[src/rtl/ripple_mon_pkg.sv]
// rtl/ripple_mon_pkg.sv - shared types and default widths for the ripple count monitor
package ripple_mon_pkg;

  localparam int CNT_W  = 4;
  localparam int WRAP_W = 8;

  typedef enum logic {
    ST_INIT  = 1'b0,
    ST_TRACK = 1'b1
  } state_t;

endpackage

[src/rtl/sync_2ff.sv]
// rtl/sync_2ff.sv - per-bit two-flop synchronizer with async active-low reset
module sync_2ff #(
  parameter int WIDTH = 4
) (
  input  logic             clk,
  input  logic             rst_n,
  input  logic [WIDTH-1:0] i_d,
  output logic [WIDTH-1:0] o_q
);

  logic [WIDTH-1:0] r_s1;
  logic [WIDTH-1:0] r_s2;

  // Two back-to-back flops per bit; each bit resolves independently.
  always_ff @(posedge clk or negedge rst_n) begin
    if (!rst_n) begin
      r_s1 <= '0;
      r_s2 <= '0;
    end else begin
      r_s1 <= i_d;
      r_s2 <= r_s1;
    end
  end

  assign o_q = r_s2;

endmodule

[src/rtl/ripple_count_monitor.sv]
// rtl/ripple_count_monitor.sv - synchronizes a ripple count, filters unsettled samples, tracks wraps and skips
module ripple_count_monitor #(
  parameter int CNT_W  = ripple_mon_pkg::CNT_W,
  parameter int WRAP_W = ripple_mon_pkg::WRAP_W
) (
  input  logic              clk,
  input  logic              rst_n,
  input  logic [CNT_W-1:0]  count_in,
  input  logic [CNT_W-1:0]  thresh,
  input  logic              clr,
  output logic [CNT_W-1:0]  count_out,
  output logic              count_vld,
  output logic              wrap_pulse,
  output logic [WRAP_W-1:0] wrap_cnt,
  output logic              above_thresh,
  output logic              skip_err
);

  import ripple_mon_pkg::*;

  state_t           r_state;
  logic [CNT_W-1:0] w_s2;
  logic [CNT_W-1:0] r_s2_d;
  logic [1:0]       r_fill;
  logic [CNT_W-1:0] w_next_exp;
  logic             w_stable;
  logic             w_load;
  logic             w_wrap;
  logic             w_skip;

  sync_2ff #(
    .WIDTH (CNT_W)
  ) u_sync (
    .clk   (clk),
    .rst_n (rst_n),
    .i_d   (count_in),
    .o_q   (w_s2)
  );

  // Delay the synchronized value one cycle so settling can be detected.
  always_ff @(posedge clk or negedge rst_n) begin
    if (!rst_n) begin
      r_s2_d <= '0;
    end else begin
      r_s2_d <= w_s2;
    end
  end

  // Count edges after reset until s2 and s2_d both hold real samples,
  // so the reset zeros in the pipeline are never taken as a stable value.
  always_ff @(posedge clk or negedge rst_n) begin
    if (!rst_n) begin
      r_fill <= 2'd0;
    end else if (r_fill != 2'd3) begin
      r_fill <= r_fill + 2'd1;
    end
  end

  // Stability filter and wrap/skip classification of the incoming sample.
  always_comb begin
    w_next_exp = count_out + CNT_W'(1);
    w_stable   = (w_s2 == r_s2_d) && (r_fill == 2'd3);
    w_load     = w_stable && ((r_state == ST_INIT) || (w_s2 != count_out));
    w_wrap     = w_load && (r_state == ST_TRACK) &&
                 (count_out == {CNT_W{1'b1}}) && (w_s2 == '0);
    // all-ones -> 0 equals old+1 modulo 2^CNT_W, so a wrap never flags a skip
    w_skip     = w_load && (r_state == ST_TRACK) && (w_s2 != w_next_exp);
  end

  // Tracking FSM: load stable values, emit one-cycle valid and wrap pulses.
  always_ff @(posedge clk or negedge rst_n) begin
    if (!rst_n) begin
      r_state    <= ST_INIT;
      count_out  <= '0;
      count_vld  <= 1'b0;
      wrap_pulse <= 1'b0;
    end else begin
      count_vld  <= w_load;
      wrap_pulse <= w_wrap;
      if (w_load) begin
        count_out <= w_s2;
      end
      case (r_state)
        ST_INIT:  if (w_load) r_state <= ST_TRACK;
        ST_TRACK: r_state <= ST_TRACK;
        default:  r_state <= ST_INIT;
      endcase
    end
  end

  // Wrap counter and sticky skip flag; clr overrides any same-cycle event.
  // Both update on the same edge as wrap_pulse/count_vld rise.
  always_ff @(posedge clk or negedge rst_n) begin
    if (!rst_n) begin
      wrap_cnt <= '0;
      skip_err <= 1'b0;
    end else if (clr) begin
      wrap_cnt <= '0;
      skip_err <= 1'b0;
    end else begin
      if (w_wrap && (wrap_cnt != {WRAP_W{1'b1}})) begin
        wrap_cnt <= wrap_cnt + WRAP_W'(1);
      end
      if (w_skip) begin
        skip_err <= 1'b1;
      end
    end
  end

  // Threshold compare on the registered count, one cycle behind count_out.
  always_ff @(posedge clk or negedge rst_n) begin
    if (!rst_n) begin
      above_thresh <= 1'b0;
    end else begin
      above_thresh <= (count_out > thresh);
    end
  end

endmodule
[config.mk]
export PLATFORM = sky130hd
export DESIGN_NAME = ripple_count_monitor
export DESIGN_NICKNAME = d
export VERILOG_FILES = /design/src/rtl/ripple_mon_pkg.sv /design/src/rtl/sync_2ff.sv /design/src/rtl/ripple_count_monitor.sv
export SDC_FILE = /design/constraint.sdc
export NUM_CORES = 1
export LEC_CHECK = 0
export CORE_MARGIN = 2
export CORE_UTILIZATION = 30
export DETAILED_ROUTE_END_ITERATION = 6
export GPL_TIMING_DRIVEN = 0
export PLACE_DENSITY_LB_ADDON = 0.25
export SETUP_SLACK_MARGIN = 0.05
export SLEW_MARGIN = 15
export SYNTH_ARGS = -nofsm -noshare
export SYNTH_HDL_FRONTEND = slang
export SYNTH_SLANG_ARGS = --single-unit
[constraint.sdc]
create_clock -name clk -period 2.8 [get_ports clk]
set_clock_uncertainty 0.05 [all_clocks]
set_input_delay 0.56 -clock clk [delete_from_list [all_inputs] [get_ports clk]]
set_output_delay 0.56 -clock clk [all_outputs]
set_load 0.02 [all_outputs]
==> impl_metrics.csv <==
group,metric,value,unit
power_and_ir_drop,vdd_ir_drop_max,0.000315,V
synth,synth_cell_types,28,
clock_network,ctsHtreeMaxLevel,2,
clock_network,clk_pin_slew_worst_paths,70,ps
cells_and_area,nFillCells,480,
timing,report.final.slew_viol_count,0,
placement,io_buffer_count,26,
timing,max_freq,467,MHz
placement,place_area,1810,µm²
synth,synthesized_nets,143,
die,dieHeight,74.1,µm
route,ant_nets,0,
timing,finalSetupTns,0,ps
grt,grt_pass1_wl,4790,µm
timing,rsz0062_at_grt,"no",
route,drt_pass1_iterations,3,
timing,setup_viol,0,
clock_network,numCtsBuffers,5,
die,die-area,5490,µm²
placement,gp_routability_congestion,0.766,
synth,synth-seq-cells,31,
synth,synth_compound_area_share,2.89,%
route,post-route-drc-count,0,
clock_network,root_buffer,"sky130_fd_sc_hd__clkbuf_8",
synth,synthCells,125,
synth,number_of_synthesis_warnings,0,
clock_network,tritoncts,"yes",
grt,overall_global_routing_usage,11.6,%
grt,antenna_found_initial,0,
die,die_w,74.1,µm
critical_path,critical_path.endpoint_type,"register",
timing,final_worst_hold_slack,263,ps
timing,tightestPinTransition,680,ps
route,avgRoutedWirePerCell,12.2,µm
timing,max_slew_margin,54.7,%
synth,adder_cell_area_share_of_the_yosys_netlist,5.94,%
synth,fraction_of_the_yosys_area_taken_by_sequential_cells,52.6,%
cells_and_area,layout.core_utilization,40.9,%
critical_path,start_kind,"register",
route,drt-vias-per-instance,4.57,
die,io-pin-count,27,
hold_path,worstHoldPathType,"in2async",
die,placeableCoreArea,4720,µm²
power_and_ir_drop,power.leakage,0.000804,µW
status,outcome,"finished clean",
timing,period_needed,2140,ps
clock_network,cts-hold-fix-buffers,0,
route,route.final.wire_length,2760,µm
critical_path,critical_path.max_fanout,7,
cells_and_area,post_route_cells_drive_above_1_share,15.1,%
timing,layout_worst_path_cycle_share,76.6,%
clock_network,clock_latency,290,ps
synth,synthXorXnorAreaFrac,7.64,%
clock_network,ctsResizeCount,0,
die,placement_rows,25,
synth,synth.mux.area_fraction,9.08,%
job,timing.max_cap.violations,0,
grt,first_global_vias,1095,
placement,place_hpwl,1990,µm
cells_and_area,finalInstanceArea,1930,µm²
cells_and_area,flow.area_growth_from_synthesis,31.0,%
cells_and_area,nets,176,
die,floorplan.initialDensity,31.2,%
route,drt_first_iter_violations,37,
timing,finalHoldViolations,0,
synth,synth_top_family_by_area,"simple AND/OR/NAND/NOR gates",
power_and_ir_drop,power-per-cell-area,674,nW/µm²
synth,post_synthesis_simple_gate_area_fraction,19.8,%
cells_and_area,n_antenna_cell,0,
critical_path,setup.worst_path.class,"reg2reg",
critical_path,cp_data_required_time,2920,ps
synth,syn_area_per_cell,11.8,µm²
critical_path,timing.critical_path.arrival,2260,ps
grt,grt_start_max_net_pins,32,
clock_network,clock_path_buffers,2,
clock_network,post-cts-setup-buffer-count,0,
route,vias,1033,
clock_network,cts.sink_count,31,
power_and_ir_drop,fin_total_pwr,1300,µW
grt,grt_overflow,0,
synth,mappedNetlistArea,1470,µm²
## worst paths after layout
path	to	slack [ps]	startpoint	depth (start not counted)
max	wrap_cnt[0]	660	count_out[1]	5
min	wrap_pulse	260	rst_n	1
max reg2reg	wrap_cnt[0]	660	count_out[1]	5
min reg2reg	u_sync.o_q[2]	300	u_sync.r_s1[2]	0
max in group asynchronous	u_sync.r_s1[1]	2000	rst_n	1
min in group clk	u_sync.o_q[2]	300	u_sync.r_s1[2]	0
## layout make-up
type                    count  area [µm²]  area share [%]
inverters                   6        22.5            1.17
flip-flops and latches     31         776            40.2
clock inverters             2        35.0            1.81
plain buffers               2        7.51           0.389
clock buffers               6        82.6            4.28
well taps                  67        83.8            4.34
repair buffers             26         255            13.2
multi-input cells          86         668            34.6
## cell usage in the layout (no fill, tap or decap), types with 6 or more instances in the layout
master,n
sky130_fd_sc_hd__dfrtp_1,31
sky130_fd_sc_hd__clkdlybuf4s50_1,25
sky130_fd_sc_hd__mux2_2,11
sky130_fd_sc_hd__xnor2_1,9
sky130_fd_sc_hd__nor2b_1,9
sky130_fd_sc_hd__nor2_1,8
sky130_fd_sc_hd__ha_1,7
sky130_fd_sc_hd__inv_1,6
sky130_fd_sc_hd__clkbuf_8,6
## cells in the mapped netlist
cell type,count,area (µm²)
sky130_fd_sc_hd__nand4_1,4,25.0
sky130_fd_sc_hd__nor4b_1,1,8.76
sky130_fd_sc_hd__nand2b_1,2,12.5
sky130_fd_sc_hd__a21oi_1,1,5.00
sky130_fd_sc_hd__ha_1,7,87.6
sky130_fd_sc_hd__clkbuf_1,2,7.51
sky130_fd_sc_hd__o21a_1,3,22.5
sky130_fd_sc_hd__xor2_1,2,17.5
sky130_fd_sc_hd__nand2_1,2,7.51
sky130_fd_sc_hd__xnor2_1,9,78.8
sky130_fd_sc_hd__nand3_1,5,25.0
sky130_fd_sc_hd__inv_1,6,22.5
sky130_fd_sc_hd__or4_1,1,7.51
sky130_fd_sc_hd__mux2_2,11,124
sky130_fd_sc_hd__and4_1,1,8.76
sky130_fd_sc_hd__and3_1,2,12.5
sky130_fd_sc_hd__or2_2,1,6.26
sky130_fd_sc_hd__a41o_1,1,10.0
sky130_fd_sc_hd__o21ai_0,1,5.00
sky130_fd_sc_hd__dfrtp_1,31,776
sky130_fd_sc_hd__nor3_1,2,10.0
sky130_fd_sc_hd__mux2i_1,1,10.0
sky130_fd_sc_hd__nor2b_1,9,56.3
sky130_fd_sc_hd__nor4_1,5,31.3
sky130_fd_sc_hd__xor2_2,1,16.3
sky130_fd_sc_hd__and4bb_2,2,25.0
sky130_fd_sc_hd__nor2_1,8,30.0
sky130_fd_sc_hd__and2_1,4,25.0
## critical path, cell delays in order (launching register included)
cell                       delay (ps)
sky130_fd_sc_hd__dfrtp_1          470
sky130_fd_sc_hd__ha_1             230
sky130_fd_sc_hd__and4bb_2         250
sky130_fd_sc_hd__nand4_1          270
sky130_fd_sc_hd__nor3_1           370
sky130_fd_sc_hd__mux2_2           380
## through the flow
step,instances,setup slack (ps)
global placement,218,538
finish,226,657
global route,226,465
CTS,226,656
floorplan,125,805
detailed placement,218,624
## flip-flops by register name, indices dropped and copies added, names as in the netlist
name / count
count_vld: 1
skip_err: 1
r_state: 1
wrap_cnt: 8
wrap_pulse: 1
count_out: 4
u_sync.r_s1: 4
r_s2_d: 4
r_fill: 2
u_sync.o_q: 4
above_thresh: 1
## cell families (layout without fill, tap and decap cells)
group | Yosys count | in the layout
compound gates | 6 | 6
xor+xnor | 12 | 12
fa+ha+maj | 7 | 7
buf+inv | 8 | 42
flops | 31 | 31
mux | 12 | 12
simple gates | 49 | 49
## report_power, final
part	switching (µW)	internal (µW)	leakage, µW
clock network	166	288	0.0000612
logic	143	163	0.000362
registers	52.5	489	0.000381
## per-layer routing
layer  track usage [%]  routed length [µm]  up-vias
li1                  -                   -      497
met1              13.2                1180      519
met2              19.2                1430       13
met3              4.47                 107        4
met4              5.45                  44        0
met5                 0                   0        -
No activity file was read; power rests on OpenSTA's default activity.
